===== config.mk =====
export PLATFORM = sky130hd
export DESIGN_NAME = bus_cycle_terminator_flat
export DESIGN_NICKNAME = d
export VERILOG_FILES = /design/src/rtl/bct_pkg.sv /design/src/rtl/bus_cycle_terminator_if.sv /design/src/rtl/bct_region_encoder.sv /design/src/rtl/bus_cycle_terminator.sv /design/src/flat_wrapper.sv
export SDC_FILE = /design/constraint.sdc
export NUM_CORES = 1
export LEC_CHECK = 0
export BUFFER_PORTS_ARGS = -buffer_cell sky130_fd_sc_hd__clkbuf_2
export CORE_UTILIZATION = 50
export DETAILED_ROUTE_END_ITERATION = 12
export MAX_ROUTING_LAYER = met4
export PLACE_DENSITY = 0.81
export SLEW_MARGIN = 5
export SYNTH_ARGS = -nofsm -noshare
export SYNTH_HDL_FRONTEND = slang
export SYNTH_HIERARCHICAL = 1
export SYNTH_SLANG_ARGS = --single-unit
export TNS_END_PERCENT = 30

===== constraint.sdc =====
create_clock -name Clk -period 2.25 [get_ports Clk]
set_input_delay 0.45 -clock Clk [delete_from_list [all_inputs] [get_ports Clk]]
set_output_delay 0.45 -clock Clk [all_outputs]
set_load 0.01 [all_outputs]

===== src/rtl/bct_pkg.sv =====
// Shared types and defaults for the 68000 bus cycle terminator.
// Region order below is also the select priority order (lowest index wins).
package bct_pkg;

   localparam int NUM_SEL          = 8;
   localparam int DEF_ROM_WAIT     = 1;
   localparam int DEF_RAM_WAIT     = 1;
   localparam int DEF_IO_WAIT      = 4;
   localparam int DEF_CAN_WAIT     = 8;
   localparam int DEF_CW           = 8;
   localparam int DEF_TIMEOUT      = 255;

   typedef enum logic [3:0] {
      REG_ROM,
      REG_RAM,
      REG_IO,
      REG_CAN,
      REG_DRAM,
      REG_GRAPHICS,
      REG_DMA,
      REG_OFFBOARD,
      REG_NONE
   } region_e;

   typedef enum logic [1:0] {
      ST_IDLE,
      ST_WAIT,
      ST_ACK,
      ST_BERR
   } state_e;

   function automatic logic is_internal(region_e r);
      return r inside {REG_ROM, REG_RAM, REG_IO, REG_CAN};
   endfunction

   function automatic logic is_external(region_e r);
      return r inside {REG_DRAM, REG_GRAPHICS, REG_DMA, REG_OFFBOARD};
   endfunction

endpackage


===== src/rtl/bus_cycle_terminator_if.sv =====
// CPU strobe, decoder select and controller acknowledge bundle for the terminator.
// The master side is the CPU/decoder world; the slave side is the terminator.
interface bus_cycle_terminator_if;

   logic AS_L;
   logic OnChipRomSelect_H;
   logic OnChipRamSelect_H;
   logic IOSelect_H;
   logic CanBusSelect_H;
   logic DramSelect_H;
   logic GraphicsCS_L;
   logic DMASelect_L;
   logic OffBoardMemory_H;
   logic DramDtack_L;
   logic GraphicsDtack_L;
   logic DmaDtack_L;
   logic OffBoardDtack_L;
   logic DTACK_L;
   logic BERR_L;
   logic DecodeConflict_H;
   logic CycleActive_H;

   modport master (
      output AS_L, OnChipRomSelect_H, OnChipRamSelect_H, IOSelect_H, CanBusSelect_H,
             DramSelect_H, GraphicsCS_L, DMASelect_L, OffBoardMemory_H,
             DramDtack_L, GraphicsDtack_L, DmaDtack_L, OffBoardDtack_L,
      input  DTACK_L, BERR_L, DecodeConflict_H, CycleActive_H
   );

   modport slave (
      input  AS_L, OnChipRomSelect_H, OnChipRamSelect_H, IOSelect_H, CanBusSelect_H,
             DramSelect_H, GraphicsCS_L, DMASelect_L, OffBoardMemory_H,
             DramDtack_L, GraphicsDtack_L, DmaDtack_L, OffBoardDtack_L,
      output DTACK_L, BERR_L, DecodeConflict_H, CycleActive_H
   );

endinterface


===== src/rtl/bct_region_encoder.sv =====
// Fixed-priority encoder from active-high selects to a region, plus a
// multiple-select flag. Bit 0 (ROM) has the highest priority.
module bct_region_encoder
   import bct_pkg::*;
(
   input  logic [NUM_SEL-1:0] sel_h,
   output region_e            region,
   output logic               conflict
);

   always_comb begin
      region = REG_NONE;
      for (int i = NUM_SEL - 1; i >= 0; i--) begin
         if (sel_h[i]) region = region_e'(4'(i));
      end
   end

   // clearing the lowest set bit leaves something only if two or more were set
   assign conflict = |(sel_h & (sel_h - NUM_SEL'(1)));

endmodule


===== src/rtl/bus_cycle_terminator.sv =====
// Generates DTACK_L / BERR_L for every 68000 bus cycle from the decoder selects.
//
//   state   | meaning
//   --------+-----------------------------------------------------------
//   IDLE    | no cycle; region latched when AS_L is sampled low
//   WAIT    | counting internal wait states or waiting for external ack
//   ACK     | DTACK_L held low until AS_L is sampled high
//   BERR    | BERR_L held low until AS_L is sampled high
module bus_cycle_terminator
   import bct_pkg::*;
#(
   parameter int ROM_WAIT = DEF_ROM_WAIT,
   parameter int RAM_WAIT = DEF_RAM_WAIT,
   parameter int IO_WAIT  = DEF_IO_WAIT,
   parameter int CAN_WAIT = DEF_CAN_WAIT,
   parameter int CW       = DEF_CW,
   parameter int TIMEOUT  = DEF_TIMEOUT
) (
   input logic                   Clk,
   input logic                   Reset_L,
   bus_cycle_terminator_if.slave bus
);

   // timeout runs as a down-counter: loaded at cycle start, BERR at zero
   localparam logic [CW-1:0] TO_LOAD = CW'(TIMEOUT - 1);

   state_e          state_q, state_d;
   region_e         region_q, region_d;
   logic [CW-1:0]   waitcnt_q, waitcnt_d;
   logic [CW-1:0]   tocnt_q, tocnt_d;
   logic            dtack_l_q, dtack_l_d;
   logic            berr_l_q, berr_l_d;
   logic            conflict_q, conflict_d;
   logic            active_q, active_d;

   logic [NUM_SEL-1:0] sel_h;
   region_e            enc_region;
   logic               enc_conflict;
   logic               ext_dtack_l;

   assign sel_h = {bus.OffBoardMemory_H, ~bus.DMASelect_L, ~bus.GraphicsCS_L,
                   bus.DramSelect_H, bus.CanBusSelect_H, bus.IOSelect_H,
                   bus.OnChipRamSelect_H, bus.OnChipRomSelect_H};

   bct_region_encoder u_enc (
      .sel_h    (sel_h),
      .region   (enc_region),
      .conflict (enc_conflict)
   );

   function automatic logic [CW-1:0] wait_for(region_e r);
      case (r)
         REG_ROM: return CW'(ROM_WAIT);
         REG_RAM: return CW'(RAM_WAIT);
         REG_IO:  return CW'(IO_WAIT);
         REG_CAN: return CW'(CAN_WAIT);
         default: return '0;
      endcase
   endfunction

   always_comb begin
      ext_dtack_l = 1'b1;
      case (region_q)
         REG_DRAM:     ext_dtack_l = bus.DramDtack_L;
         REG_GRAPHICS: ext_dtack_l = bus.GraphicsDtack_L;
         REG_DMA:      ext_dtack_l = bus.DmaDtack_L;
         REG_OFFBOARD: ext_dtack_l = bus.OffBoardDtack_L;
         default:      ext_dtack_l = 1'b1;
      endcase
   end

   always_comb begin
      state_d    = state_q;
      region_d   = region_q;
      waitcnt_d  = waitcnt_q;
      tocnt_d    = tocnt_q;
      dtack_l_d  = dtack_l_q;
      berr_l_d   = berr_l_q;
      conflict_d = conflict_q;

      unique case (state_q)
         ST_IDLE: begin
            if (!bus.AS_L) begin
               region_d  = enc_region;
               waitcnt_d = wait_for(enc_region);
               tocnt_d   = TO_LOAD;
               state_d   = ST_WAIT;
               if (enc_conflict) conflict_d = 1'b1;
            end
         end
         ST_WAIT: begin
            if (bus.AS_L) begin
               state_d = ST_IDLE;
            end else if (is_internal(region_q)) begin
               if (waitcnt_q == '0) begin
                  state_d   = ST_ACK;
                  dtack_l_d = 1'b0;
               end else begin
                  waitcnt_d = waitcnt_q - CW'(1);
               end
            end else if (is_external(region_q) && !ext_dtack_l) begin
               state_d   = ST_ACK;
               dtack_l_d = 1'b0;
            end else if (tocnt_q == '0) begin
               state_d  = ST_BERR;
               berr_l_d = 1'b0;
            end else begin
               tocnt_d = tocnt_q - CW'(1);
            end
         end
         ST_ACK, ST_BERR: begin
            if (bus.AS_L) begin
               state_d   = ST_IDLE;
               dtack_l_d = 1'b1;
               berr_l_d  = 1'b1;
            end
         end
      endcase

      active_d = (state_d != ST_IDLE);
   end

   always_ff @(posedge Clk) begin
      if (!Reset_L) begin
         state_q    <= ST_IDLE;
         region_q   <= REG_NONE;
         waitcnt_q  <= '0;
         tocnt_q    <= '0;
         dtack_l_q  <= 1'b1;
         berr_l_q   <= 1'b1;
         conflict_q <= 1'b0;
         active_q   <= 1'b0;
      end else begin
         state_q    <= state_d;
         region_q   <= region_d;
         waitcnt_q  <= waitcnt_d;
         tocnt_q    <= tocnt_d;
         dtack_l_q  <= dtack_l_d;
         berr_l_q   <= berr_l_d;
         conflict_q <= conflict_d;
         active_q   <= active_d;
      end
   end

   assign bus.DTACK_L          = dtack_l_q;
   assign bus.BERR_L           = berr_l_q;
   assign bus.DecodeConflict_H = conflict_q;
   assign bus.CycleActive_H    = active_q;

endmodule


===== src/flat_wrapper.sv =====
// flat-port wrapper written by rule: the top's interface ports become plain ports
module bus_cycle_terminator_flat import bct_pkg::*;
#(
   parameter int ROM_WAIT = DEF_ROM_WAIT,
   parameter int RAM_WAIT = DEF_RAM_WAIT,
   parameter int IO_WAIT  = DEF_IO_WAIT,
   parameter int CAN_WAIT = DEF_CAN_WAIT,
   parameter int CW       = DEF_CW,
   parameter int TIMEOUT  = DEF_TIMEOUT
)
  (Clk, Reset_L, bus_AS_L, bus_OnChipRomSelect_H, bus_OnChipRamSelect_H, bus_IOSelect_H, bus_CanBusSelect_H, bus_DramSelect_H, bus_GraphicsCS_L, bus_DMASelect_L, bus_OffBoardMemory_H, bus_DramDtack_L, bus_GraphicsDtack_L, bus_DmaDtack_L, bus_OffBoardDtack_L, bus_DTACK_L, bus_BERR_L, bus_DecodeConflict_H, bus_CycleActive_H);
  bus_cycle_terminator_if bus_i ();
  input logic Clk;
  input logic Reset_L;
  input wire logic [$bits(bus_i.AS_L)-1:0] bus_AS_L;
  input wire logic [$bits(bus_i.OnChipRomSelect_H)-1:0] bus_OnChipRomSelect_H;
  input wire logic [$bits(bus_i.OnChipRamSelect_H)-1:0] bus_OnChipRamSelect_H;
  input wire logic [$bits(bus_i.IOSelect_H)-1:0] bus_IOSelect_H;
  input wire logic [$bits(bus_i.CanBusSelect_H)-1:0] bus_CanBusSelect_H;
  input wire logic [$bits(bus_i.DramSelect_H)-1:0] bus_DramSelect_H;
  input wire logic [$bits(bus_i.GraphicsCS_L)-1:0] bus_GraphicsCS_L;
  input wire logic [$bits(bus_i.DMASelect_L)-1:0] bus_DMASelect_L;
  input wire logic [$bits(bus_i.OffBoardMemory_H)-1:0] bus_OffBoardMemory_H;
  input wire logic [$bits(bus_i.DramDtack_L)-1:0] bus_DramDtack_L;
  input wire logic [$bits(bus_i.GraphicsDtack_L)-1:0] bus_GraphicsDtack_L;
  input wire logic [$bits(bus_i.DmaDtack_L)-1:0] bus_DmaDtack_L;
  input wire logic [$bits(bus_i.OffBoardDtack_L)-1:0] bus_OffBoardDtack_L;
  output wire logic [$bits(bus_i.DTACK_L)-1:0] bus_DTACK_L;
  output wire logic [$bits(bus_i.BERR_L)-1:0] bus_BERR_L;
  output wire logic [$bits(bus_i.DecodeConflict_H)-1:0] bus_DecodeConflict_H;
  output wire logic [$bits(bus_i.CycleActive_H)-1:0] bus_CycleActive_H;
  assign bus_i.AS_L = bus_AS_L;
  assign bus_i.OnChipRomSelect_H = bus_OnChipRomSelect_H;
  assign bus_i.OnChipRamSelect_H = bus_OnChipRamSelect_H;
  assign bus_i.IOSelect_H = bus_IOSelect_H;
  assign bus_i.CanBusSelect_H = bus_CanBusSelect_H;
  assign bus_i.DramSelect_H = bus_DramSelect_H;
  assign bus_i.GraphicsCS_L = bus_GraphicsCS_L;
  assign bus_i.DMASelect_L = bus_DMASelect_L;
  assign bus_i.OffBoardMemory_H = bus_OffBoardMemory_H;
  assign bus_i.DramDtack_L = bus_DramDtack_L;
  assign bus_i.GraphicsDtack_L = bus_GraphicsDtack_L;
  assign bus_i.DmaDtack_L = bus_DmaDtack_L;
  assign bus_i.OffBoardDtack_L = bus_OffBoardDtack_L;
  assign bus_DTACK_L = bus_i.DTACK_L;
  assign bus_BERR_L = bus_i.BERR_L;
  assign bus_DecodeConflict_H = bus_i.DecodeConflict_H;
  assign bus_CycleActive_H = bus_i.CycleActive_H;
  bus_cycle_terminator #(.ROM_WAIT(ROM_WAIT), .RAM_WAIT(RAM_WAIT), .IO_WAIT(IO_WAIT), .CAN_WAIT(CAN_WAIT), .CW(CW), .TIMEOUT(TIMEOUT)) u_core (.Clk(Clk), .Reset_L(Reset_L), .bus(bus_i));
endmodule

==> results.ini, run 1 <==
[yosys]
yosys.cell_types.count=50
synth-compound-area-share_pct=22.0
ys_async_sr_fraction_pct=0
synthSimpleGateAreaFrac_pct=31.5
synth_top_area_share_pct=33.4
synth_area_mm2=0.00156
synth.area.mux_share_pct=1.92
yosys.area.top_type=sky130_fd_sc_hd__dfxtp_1
ys_top_cells_by_count=sky130_fd_sc_hd__dfxtp_1, sky130_fd_sc_hd__nor2_1, sky130_fd_sc_hd__nand2_1
synth.most_common_cell=sky130_fd_sc_hd__dfxtp_1
synth_xor_xnor_area_share_pct=2.25
largest_family_of_logic_cells_by_synthesized_area=simple AND/OR/NAND/NOR gates
synth.yosys.warnings=6
synth_fa_ha_area_share_pct=3.85
synthTopCellsByArea=sky130_fd_sc_hd__dfxtp_1, sky130_fd_sc_hd__nor2_1, sky130_fd_sc_hd__a21oi_1
synth_flop_cell=sky130_fd_sc_hd__dfxtp_1
synth_edf_count=0
avgSynthCellArea_um2=7.88
mappedNetlistNets=217
yosys_register_bits=26
syn-instance-count=198
synth_seq_area_share_pct=33.4

[hold_path]
hold_path.startpoint=u_core/region_q[0]$_SDFFE_PN0P_
hold_path_depth=2
min-delay-path-class=reg -> reg
worstHoldEndpoint=u_core/region_q[0]$_SDFFE_PN0P_

[cells_and_area]
area.growth.synth_to_final_pct=11.3
post_route_cells_drive_above_1_share_pct=19.4
nets=237
n_antenna_cell=0
finalCoreUtilization_pct=60.9

[timing]
fin_setup_tns_ns=0
finalCriticalPeriod_ns=2.00
worst_slack_ns=0.246
finalHoldViolCount=0
tightestPinTransition_ns=0.549
final.setup_skew_ns=0.0106
rsz_0062_raised_after_global_routing=no
final_min_period_over_clock_period_pct=89.1
finalSetupViolCount=0
clock.fmax_mhz=499
worst_hold_slack_ns=0.476
timing.max_slew.rel_slack_pct=63.2
maxSlewViolCount=0

[critical_path]
worst_ep_required_time_ns=2.50
critPathBufInv=1
slowest_delay_ns=0.53
cpLargestDelayFamily=simple AND/OR/NAND/NOR gates
critical_path_depth=7
r2r-start=u_core/waitcnt_q[0]$_SDFFE_PN0P_
r2r_slack_ns=0.25
crit_path_end_kind=register
worstSetupPathType=reg -> reg
crit_top_cell=sky130_fd_sc_hd__nor2_1
critPathLaunchType=register
timing.rr.end=u_core/waitcnt_q[6]$_SDFFE_PN0P_
critical_path_arrival_ns=2.25
critPathMaxFanout=11
worst_path_max_delay_cell=sky130_fd_sc_hd__or4bb_1
cp_cell_sequence=inv_1 > ha_1 > or4bb_1 > o211ai_2 > nor2_1 > xnor2_1 > nor2_1
length_in_cells_of_the_worst_reg_to_reg_path=7

[run_status]
failing_checks=DRC
result_of_the_run=finished with violations

[detailed_routing]
average_wire_per_cell_in_the_routed_design_um=13.8
antenna_violation_net_count_after_detailed_routing=0
detailedRoute.firstIterationViolations=84
postRouteWirelength_um=3420
detailedRoute.firstPassIterationCount=9
drcViolationCount=1
vias_per_cell=5.90
route.vias.total=1464

[global_route]
global_route.usage.total_pct=23.7
grt_residual_overflow=0
first_global_vias=1359
initial_antenna_violation_count=0
grt_start_max_net_pins=16
grt_first_pass_wirelength_um=6000

[clock_network]
clock_tree.htree_level_count=1
cts.root.buffer_cell=sky130_fd_sc_hd__clkbuf_4
cts_hold_repair.buffers=0
cts_tree=yes
cts.reportedPaths.clkPinSlew_ns=0.15
clk_latency_ns=0.33
gates_resized_cts_repair=0
tritoncts.num_buffers=3
clock_path_buffers=2
post_cts_buffers=0
cts.sink_count=26

[place]
port_buffers=18
routabilityCongestion=0.913
dpl.hpwl_um=2480
post-place-ws_ns=0.283

[floorplanning]
die_area_mm2=0.00335
die_span_y_um=57.9
floorplan.io_pins=19
effective_utilization_at_floorplan_pct=54.7
die_x_um=57.9
fp.coreArea_mm2=0.00285
std_cell_rows=19

[power]
power.density_mw_per_mm2=656
vdd_ir_drop_max_uv=600
cellLeakagePower_uw=0.000695

[run]
maxCapViolCount=0

cells in the final DEF (no fill, tap or decap), types with 2 or more instances in the layout:
cell,count
sky130_fd_sc_hd__dfxtp_1,26
sky130_fd_sc_hd__nor2_1,21
sky130_fd_sc_hd__clkbuf_2,18
sky130_fd_sc_hd__nand2_1,18
sky130_fd_sc_hd__a21oi_1,15
sky130_fd_sc_hd__inv_1,14
sky130_fd_sc_hd__nor3_1,12
sky130_fd_sc_hd__o21ai_0,11
sky130_fd_sc_hd__nor4_1,8
sky130_fd_sc_hd__nand3_1,6
sky130_fd_sc_hd__nand2b_1,5
sky130_fd_sc_hd__or3_1,4
sky130_fd_sc_hd__xnor2_1,4
sky130_fd_sc_hd__ha_1,4
sky130_fd_sc_hd__clkbuf_4,3
sky130_fd_sc_hd__or4_4,3
sky130_fd_sc_hd__buf_4,3
sky130_fd_sc_hd__mux2_4,2
sky130_fd_sc_hd__nor2b_1,2
sky130_fd_sc_hd__a2111oi_0,2
sky130_fd_sc_hd__and3b_1,2
sky130_fd_sc_hd__a21boi_0,2
sky130_fd_sc_hd__o31a_1,2
sky130_fd_sc_hd__o22ai_1,2
sky130_fd_sc_hd__a211oi_1,2
metrics by stage:
step	cell area (um^2)	total power (uW)	std cells
floorplan	1560	750	198
global placement	1680	814	244
detailed placement	1680	820	244
CTS	1740	1150	248
global route	1740	1210	248
finish	1740	1140	248
cell type report:
class	count	area, um^2
clock buffers	3	22.5
clock inverters	1	30.0
fillers	246	1120
inverters	14	52.6
multi-input cells	152	960
flip-flops and latches	26	520
well taps	31	38.8
repair buffers	21	113
worst max path at each step:
stage	slack, ns	startpoint	end
after floorplan	0.45	bus_CanBusSelect_H	u_core/bus.DecodeConflict_H$_SDFFE_PN0P_
after global placement	0.30	bus_CanBusSelect_H	u_core/bus.DecodeConflict_H$_SDFFE_PN0P_
after detailed placement	0.28	bus_CanBusSelect_H	u_core/bus.DecodeConflict_H$_SDFFE_PN0P_
after global routing	0.10	u_core/waitcnt_q[0]$_SDFFE_PN0P_	u_core/waitcnt_q[6]$_SDFFE_PN0P_
final	0.25	u_core/waitcnt_q[0]$_SDFFE_PN0P_	u_core/waitcnt_q[6]$_SDFFE_PN0P_
after CTS	0.24	u_core/waitcnt_q[0]$_SDFFE_PN0P_	u_core/waitcnt_q[6]$_SDFFE_PN0P_
sequential cells by signal, summed over array words and instances (netlist names):
signal,cells
u_core/bus.BERR_L,1
u_core/bus.CycleActive_H,1
u_core/bus.DTACK_L,1
u_core/bus.DecodeConflict_H,1
u_core/region_q,4
u_core/state_q,2
u_core/tocnt_q,8
u_core/waitcnt_q,8
worst register-to-register path: cells and delay by family, from the launching register on:
kind            cells  cell delay [ns]
simple gates        3             0.71
compound gates      1             0.42
flops               1             0.34
fa+ha+maj           1             0.18
xor+xnor            1             0.16
buf+inv             1             0.11
logic make-up (layout without fill, tap and decap cells):
| logic type | Yosys count | count (layout) |
|---|---|---|
| simple gates | 92 | 92 |
| compound gates | 49 | 49 |
| flops | 26 | 26 |
| buf+inv | 20 | 39 |
| fa+ha+maj | 5 | 5 |
| xor+xnor | 4 | 4 |
| mux | 2 | 2 |
routing by layer:
layer,wire (um),part of all wire [%],track usage [%]
met3,183,5.4,4.91
met5,0,0,-
met1,1590,47,29.7
met4,19,0.56,6.46
met2,1620,48,38.9
power by group:
part           switching [uW]  total [uW]  internal [uW]  leakage [uW]
clock network             144         324            180     0.0000279
logic                     158         282            124      0.000453
registers                36.6         533            497      0.000214
total                     339        1140            801      0.000695
Note: power is estimated with default switching activity, not from simulation.
==> run 2: changes to the inputs <==
Settings changed: ABC_AREA set to 1.
==> results.ini, run 2 <==
[run_status]
result_of_the_run=finished, final reports clean

[global_route]
global_route.usage.total_pct=22.5  ; -1.2 points
first_global_vias=1566  ; +15%
grt_start_max_net_pins=17  ; +1
grt_first_pass_wirelength_um=6330  ; +5.4%
initial_antenna_violation_count=0  ; unchanged
grt_residual_overflow=0  ; unchanged

[place]
dpl.hpwl_um=2870  ; +16%
post-place-ws_ns=0.375  ; +0.0925 ns
routabilityCongestion=0.984  ; +7.8%
port_buffers=18  ; unchanged
placement.cell_area_mm2=0.00190  ; +13%

[timing]
timing.max_slew.rel_slack_pct=64.4  ; +1.2 points
fin_setup_tns_ns=0  ; unchanged
worst_slack_ns=0.319  ; +0.0732 ns
final_min_period_over_clock_period_pct=85.8  ; -3.3 points
worst_hold_slack_ns=0.370  ; -0.106 ns
tightestPinTransition_ns=0.533  ; -0.0160 ns
maxSlewViolCount=0  ; unchanged
final.setup_skew_ns=0.0138  ; +0.00319 ns
clock.fmax_mhz=518  ; +3.8%
rsz_0062_raised_after_global_routing=no
finalHoldViolCount=0  ; unchanged
finalSetupViolCount=0  ; unchanged
finalCriticalPeriod_ns=1.93  ; -0.0732 ns

[hold_path]
worstHoldEndpoint=u_core/bus.CycleActive_H$_SDFF_PN0_
hold_path.startpoint=bus_AS_L
min-delay-path-class=in -> reg
hold_path_depth=2  ; unchanged

[critical_path]
worstSetupPathType=reg -> reg
crit_path_end_kind=register
length_in_cells_of_the_worst_reg_to_reg_path=8  ; +1
worst_path_max_delay_cell=sky130_fd_sc_hd__dfxtp_1
critical_path_arrival_ns=2.17  ; -0.08 ns
cp_cell_sequence=inv_2 > nand2_2 > inv_2 > nand2_1 > nand3_1 > inv_1 > nand3_1 > a21oi_1
slowest_delay_ns=0.47  ; -0.06 ns
r2r_slack_ns=0.32  ; +0.07 ns
timing.rr.end=u_core/waitcnt_q[6]$_SDFFE_PN0P_
worst_ep_required_time_ns=2.49  ; about the same
critPathLaunchType=register
critPathMaxFanout=16  ; +5
r2r-start=u_core/state_q[1]$_SDFF_PN0_

[cells_and_area]
nets=340  ; +43%
design_area_mm2=0.00193  ; +11%
post_route_cells_drive_above_1_share_pct=11.3  ; -8.1 points
layout.cells.most_common=sky130_fd_sc_hd__nand2_1
n_antenna_cell=0  ; unchanged
reg_top3=u_core/tocnt_q: 8 flops, u_core/waitcnt_q: 8 flops, u_core/region_q: 4 flops
area.growth.synth_to_final_pct=8.95
layout.cells.most_common_list=sky130_fd_sc_hd__nand2_1, sky130_fd_sc_hd__inv_1, sky130_fd_sc_hd__nor2_1, sky130_fd_sc_hd__nand3_1, sky130_fd_sc_hd__dfxtp_1

[clock_network]
tritoncts.num_buffers=3  ; unchanged
cts_hold_repair.buffers=0  ; unchanged
cts.reportedPaths.clkPinSlew_ns=0.15  ; about the same
cts_tree=yes
cts.sink_count=26  ; unchanged
clock_tree.htree_level_count=1  ; unchanged
clk_latency_ns=0.32  ; about the same
post_cts_buffers=0  ; unchanged
cts.root.buffer_cell=sky130_fd_sc_hd__clkbuf_4
gates_resized_cts_repair=0  ; unchanged
clock_path_buffers=2  ; unchanged

[power]
sw_share_pct=35.9  ; +6.2 points
p_sw_uw=412  ; +21%
clock_power_share_pct=20.5  ; -8.0 points
power.share.sequential_pct=46.7  ; about the same
cellLeakagePower_uw=0.000993  ; +43%
power.density_mw_per_mm2=593  ; -9.7%
p_int_uw=735  ; -8.2%
vdd_ir_drop_max_uv=227  ; -62%
power.share.combinational_pct=32.8  ; +8.0 points

[yosys]
synth.yosys.warnings=6  ; unchanged
ys_top_cells_by_count=sky130_fd_sc_hd__nand2_1, sky130_fd_sc_hd__inv_1, sky130_fd_sc_hd__nor2_1
synth_seq_area_share_pct=29.3  ; -4.0 points
avgSynthCellArea_um2=5.86  ; -26%
yosys_register_bits=26  ; unchanged
mappedNetlistNets=322  ; +48%
ys_async_sr_fraction_pct=0  ; unchanged
synth_top_area_share_pct=29.3  ; -4.0 points
syn-instance-count=303  ; +53%
synth_edf_count=0  ; unchanged
yosys.area.top_type=sky130_fd_sc_hd__dfxtp_1
yosys.cell_types.count=24  ; -52%
synth_flop_cell=sky130_fd_sc_hd__dfxtp_1
synthTopCellsByArea=sky130_fd_sc_hd__dfxtp_1, sky130_fd_sc_hd__nand2_1, sky130_fd_sc_hd__inv_1
synth.most_common_cell=sky130_fd_sc_hd__nand2_1
synth_area_mm2=0.00178  ; +14%

[run]
maxCapViolCount=0  ; unchanged

[floorplanning]
die_area_mm2=0.00379  ; +13%
std_cell_rows=21  ; +2
effective_utilization_at_floorplan_pct=52.8  ; -1.9 points
die_x_um=61.6  ; +6.4%
die_span_y_um=61.6  ; +6.4%
floorplan.io_pins=19  ; unchanged
fp.coreArea_mm2=0.00336  ; +18%

[detailed_routing]
detailedRoute.firstPassIterationCount=4  ; -5
route.vias.total=1805  ; +23%
detailedRoute.firstIterationViolations=134  ; +60%
postRouteWirelength_um=3700  ; +8.2%
vias_per_cell=4.93  ; -16%
drcViolationCount=0  ; -1
average_wire_per_cell_in_the_routed_design_um=10.1  ; -27%
antenna_violation_net_count_after_detailed_routing=0  ; unchanged

-- run 2: cell types whose count changed after synthesis, sizes merged, moves of 8 or more --
| cell | before | now |
|---|---|---|
| nor3 | 12 | 2 |
| inv | 14 | 52 |
| nand3 | 6 | 36 |
| nor2 | 22 | 50 |
| a21oi | 16 | 25 |
| nor4 | 8 | 0 |
| nand2 | 18 | 80 |
-- run 2: routing by layer --
| metal | vias to the layer above | track usage [%] | part of all wire [%] |
|---|---|---|---|
| li1 | 980 | - | - |
| met1 | 774 | 27.3 | 45 |
| met2 | 49 | 39.5 | 48 |
| met3 | 2 | 1.89 | 5.7 |
| met4 | 0 | 6.67 | 0.70 |
| met5 | - | - | 0 |
-- run 2: worst max path at each step --
stage	start	end	slack, ns	cells after the start
after floorplan	bus_GraphicsCS_L	u_core/waitcnt_q[3]$_SDFFE_PN0P_	0.77	10
after global placement	u_core/state_q[1]$_SDFF_PN0_	u_core/waitcnt_q[3]$_SDFFE_PN0P_	0.47	8
after detailed placement	u_core/state_q[1]$_SDFF_PN0_	u_core/waitcnt_q[6]$_SDFFE_PN0P_	0.38	8
after CTS	u_core/state_q[1]$_SDFF_PN0_	u_core/waitcnt_q[6]$_SDFFE_PN0P_	0.35	8
after global routing	u_core/state_q[1]$_SDFF_PN0_	u_core/waitcnt_q[3]$_SDFFE_PN0P_	0.09	8
final	u_core/state_q[1]$_SDFF_PN0_	u_core/waitcnt_q[6]$_SDFFE_PN0P_	0.32	8
-- run 2: kinds of logic (layout without fill, tap and decap cells) --
logic type / Yosys count / after routing / share of synthesized area [%]
xor+xnor: 3 / 3 / 1.48
buf+inv: 57 / 74 / 12.4
flops: 26 / 26 / 29.3
fa+ha+maj: 4 / 4 / 2.82
compound gates: 41 / 41 / 12.3
simple gates: 172 / 172 / 41.7
-- run 2: critical path: cells and delay by family, from the launching register on --
family | cells | cell delay [ns]
and+or+nand+nor | 4 | 0.70
AOI/OAI and AO/OA | 1 | 0.15
buffers and inverters | 3 | 0.53
DFF | 1 | 0.47
-- run 2: final cells by class --
class                   count  area, um^2
flip-flops and latches     26         520
repair buffers             18        90.1
multi-input cells         220        1030
inverters                  52         195
clock buffers               4        36.3
fillers                   359        1430
well taps                  46        57.6
-- run 2: stage by stage --
step	instances	total power, uW	utilization, %
after floorplan	303	836	-
after global placement	362	914	56.4
after detailed placement	362	918	56.4
after CTS	366	1160	57.5
after global routing	366	1240	57.5
final	366	1150	57.5
-- run 2: power groups by stage --
| stage | Clock (uW) | Sequential [uW] | Combinational (uW) |
|---|---|---|---|
| finish | 236 | 536 | 376 |
| global route | 261 | 543 | 434 |
| CTS | 247 | 536 | 374 |
| detailed placement | 0 | 546 | 372 |
| global placement | 0 | 546 | 369 |
| floorplan | 0 | 541 | 295 |
==> run 3: changes to the inputs <==
Settings changed: GPL_ROUTABILITY_DRIVEN set to 0, SYNTH_HIERARCHICAL 1 to unset.
==> results.ini, run 3 <==
[run_status]
result_of_the_run=finished, final reports clean

[detailed_routing]
route.vias.total=1683  ; -6.8%
vias_per_cell=5.21  ; +5.7%
detailedRoute.firstIterationViolations=110  ; -18%
postRouteWirelength_um=3620  ; -2.2%
average_wire_per_cell_in_the_routed_design_um=11.2  ; +11%
drcViolationCount=0  ; unchanged
antenna_violation_net_count_after_detailed_routing=0  ; unchanged
detailedRoute.firstPassIterationCount=4  ; unchanged

[power]
power.share.combinational_pct=31.7  ; -1.1 points
vdd_ir_drop_max_uv=408  ; +80%
cellLeakagePower_uw=0.000857  ; -14%
power.density_mw_per_mm2=602  ; +1.6%
p_sw_uw=402  ; -2.4%
power.share.sequential_pct=47.4  ; +0.7 points
sw_share_pct=35.5  ; -0.43 points
clock_power_share_pct=21.0  ; +0.5 points
p_int_uw=731  ; -0.54%

[floorplanning]
std_cell_rows=20  ; -4.8%
floorplan.io_pins=19  ; unchanged
die_area_mm2=0.00370  ; -2.5%
die_x_um=60.8  ; -1.3%
fp.coreArea_mm2=0.00318  ; -5.5%
die_span_y_um=60.8  ; -1.3%
effective_utilization_at_floorplan_pct=54.4  ; +1.6 points

[cells_and_area]
layout.cells.most_common_list=sky130_fd_sc_hd__nand2_1, sky130_fd_sc_hd__nor2_1, sky130_fd_sc_hd__inv_1, sky130_fd_sc_hd__dfxtp_1, sky130_fd_sc_hd__a21oi_1
reg_top3=u_core.tocnt_q: 8 flops, u_core.waitcnt_q: 8 flops, u_core.region_q: 4 flops
design_area_mm2=0.00188  ; -2.7%
nets=297  ; -13%
post_route_cells_drive_above_1_share_pct=17.9  ; +6.7 points
layout.cells.most_common=sky130_fd_sc_hd__nand2_1
n_antenna_cell=0  ; unchanged
num-fill-cells=330  ; -8.1%
final-instance-count-excl-fill=323  ; -12%
area.growth.synth_to_final_pct=8.83

[place]
dp.cells=319  ; -12%
placement.cell_area_mm2=0.00185  ; -2.8%
post-place-ws_ns=0.627  ; +0.252 ns
port_buffers=18  ; unchanged
dpl.hpwl_um=2760  ; -4.0%

[timing]
worst_slack_ns=0.630  ; +0.311 ns
final_min_period_over_clock_period_pct=72.0  ; -14 points
maxSlewViolCount=0  ; unchanged
finalHoldViolCount=0  ; unchanged
finalSetupViolCount=0  ; unchanged
tightestPinTransition_ns=0.405  ; -0.128 ns
fin_setup_tns_ns=0  ; unchanged
final.setup_skew_ns=0.00149  ; -0.0123 ns
rsz_0062_raised_after_global_routing=no
timing.max_slew.rel_slack_pct=72.8  ; +8.4 points
clock.fmax_mhz=617  ; +19%
worst_hold_slack_ns=0.393  ; +0.0226 ns
finalCriticalPeriod_ns=1.62  ; -0.311 ns

[clock_network]
clock_path_buffers=2  ; unchanged
cts_hold_repair.buffers=0  ; unchanged
tritoncts.num_buffers=3  ; unchanged
gates_resized_cts_repair=0  ; unchanged
cts.root.buffer_cell=sky130_fd_sc_hd__clkbuf_4
cts.sink_count=26  ; unchanged
clock_tree.htree_level_count=1  ; unchanged
cts_tree=yes
cts.reportedPaths.clkPinSlew_ns=0.14  ; about the same
post_cts_buffers=0  ; unchanged
clk_latency_ns=0.32  ; about the same

[critical_path]
worst_path_max_delay_cell=sky130_fd_sc_hd__dfxtp_1
worst_ep_required_time_ns=2.51  ; +0.02 ns
cp_cell_sequence=inv_1 > ha_1 > nand2_2 > o21ai_2 > nand2_4 > nand3_4 > nand2_1 > a21oi_1
critPathMaxFanout=10  ; -6
slowest_delay_ns=0.32  ; -0.15 ns
critPathLaunchType=register
length_in_cells_of_the_worst_reg_to_reg_path=8  ; unchanged
timing.rr.end=u_core.tocnt_q[5]$_SDFFE_PN0P_
critical_path_arrival_ns=1.88  ; -0.29 ns
worstSetupPathType=reg -> reg
r2r-start=u_core.tocnt_q[0]$_SDFFE_PN0P_
crit_path_end_kind=register
r2r_slack_ns=0.63  ; +0.31 ns

[hold_path]
min-delay-path-class=in -> reg
worstHoldEndpoint=u_core.bus.CycleActive_H$_SDFF_PN0_
hold_path_depth=2  ; unchanged
hold_path.startpoint=bus_AS_L

[global_route]
first_global_vias=1481  ; -5.4%
grt_first_pass_wirelength_um=6380  ; +0.87%
global_route.usage.total_pct=23.5  ; +1.0 points
grt_residual_overflow=0  ; unchanged
initial_antenna_violation_count=0  ; unchanged
grt_start_max_net_pins=20  ; +3

[yosys]
synth.most_common_cell=sky130_fd_sc_hd__nand2_1
synth_flop_cell=sky130_fd_sc_hd__dfxtp_1
yosys.area.top_type=sky130_fd_sc_hd__dfxtp_1
ys_async_sr_fraction_pct=0  ; unchanged
synth_top_area_share_pct=30.1  ; +0.78 points
avgSynthCellArea_um2=6.63  ; +13%
synth.yosys.warnings=0  ; -6
synthTopCellsByArea=sky130_fd_sc_hd__dfxtp_1, sky130_fd_sc_hd__nand2_1, sky130_fd_sc_hd__nor2_1
synth_area_mm2=0.00173  ; -2.6%
mappedNetlistNets=278  ; -14%
yosys.cell_types.count=32  ; +33%
syn-instance-count=261  ; -14%
yosys_register_bits=26  ; unchanged
synth_seq_area_share_pct=30.1  ; +0.78 points
ys_top_cells_by_count=sky130_fd_sc_hd__nand2_1, sky130_fd_sc_hd__nor2_1, sky130_fd_sc_hd__inv_1
synth_edf_count=0  ; unchanged

[run]
maxCapViolCount=0  ; unchanged

[run 3: cell count changes after synthesis, moves of 5 or more]
cell,delta
sky130_fd_sc_hd__inv_1,-19
sky130_fd_sc_hd__nand2_1,-22
sky130_fd_sc_hd__nand3_1,-14
sky130_fd_sc_hd__nand4_1,+9
sky130_fd_sc_hd__nor2_1,-8
sky130_fd_sc_hd__o21ai_0,-5
[run 3: power groups by stage]
stage | combinational (uW) | clock, uW | sequential, uW
4_1_cts | 356 | 247 | 536
2_1_floorplan | 286 | 0 | 540
3_3_place_gp | 349 | 0 | 546
3_5_place_dp | 355 | 0 | 546
6_report | 359 | 237 | 537
5_1_grt | 410 | 265 | 542
[run 3: final cells by class]
cell class,instances,area (um^2),area share (%)
Multi-Input combinational cell,198,1050,55.9
Sequential cell,26,520,27.7
Inverter,32,120,6.38
Timing Repair Buffer,19,97.6,5.19
Tap cell,44,55.1,2.93
Clock buffer,4,36.3,1.93
[run 3: cell families after synthesis]
family | Yosys count | share of synthesized area, %
AND/OR/NAND/NOR | 148 | 43.0
AO/OA/AOI/OAI | 44 | 14.4
buffers and inverters | 37 | 9.04
flip-flops | 26 | 30.1
XOR/XNOR | 4 | 2.03
adder cells (fa/ha/maj) | 2 | 1.45
[run 3: worst max-delay path, delay by kind of cell, from the launching register on]
family          cells  cell delay, ns
flops               1            0.32
buf+inv             1            0.15
compound gates      2            0.36
fa+ha+maj           1            0.28
simple gates        4            0.43
[run 3: stage by stage]
| step | utilization, % | power (uW) |
|---|---|---|
| 2_1_floorplan | - | 826 |
| 3_3_place_gp | 58.1 | 895 |
| 3_5_place_dp | 58.1 | 901 |
| 4_1_cts | 59.2 | 1140 |
| 5_1_grt | 59.2 | 1220 |
| 6_report | 59.2 | 1130 |
[run 3: worst max-delay path by stage]
stage | startpoint | end | slack, ns
global route | u_core.tocnt_q[0]$_SDFFE_PN0P_ | u_core.tocnt_q[6]$_SDFFE_PN0P_ | 0.46
floorplan | u_core.tocnt_q[0]$_SDFFE_PN0P_ | u_core.tocnt_q[0]$_SDFFE_PN0P_ | 0.84
CTS | u_core.tocnt_q[0]$_SDFFE_PN0P_ | u_core.tocnt_q[5]$_SDFFE_PN0P_ | 0.63
detailed placement | bus_AS_L | u_core.tocnt_q[0]$_SDFFE_PN0P_ | 0.63
finish | u_core.tocnt_q[0]$_SDFFE_PN0P_ | u_core.tocnt_q[5]$_SDFFE_PN0P_ | 0.63
global placement | bus_AS_L | u_core.tocnt_q[0]$_SDFFE_PN0P_ | 0.65
[run 3: layer usage]
metal / track usage [%] / part of all wire [%] / vias to the layer above
met5: - / 0 / -
met1: 32.4 / 48 / 737
met3: 4.26 / 5.3 / 6
li1: - / - / 894
met2: 35.9 / 45 / 46
met4: 5.19 / 1.2 / 0
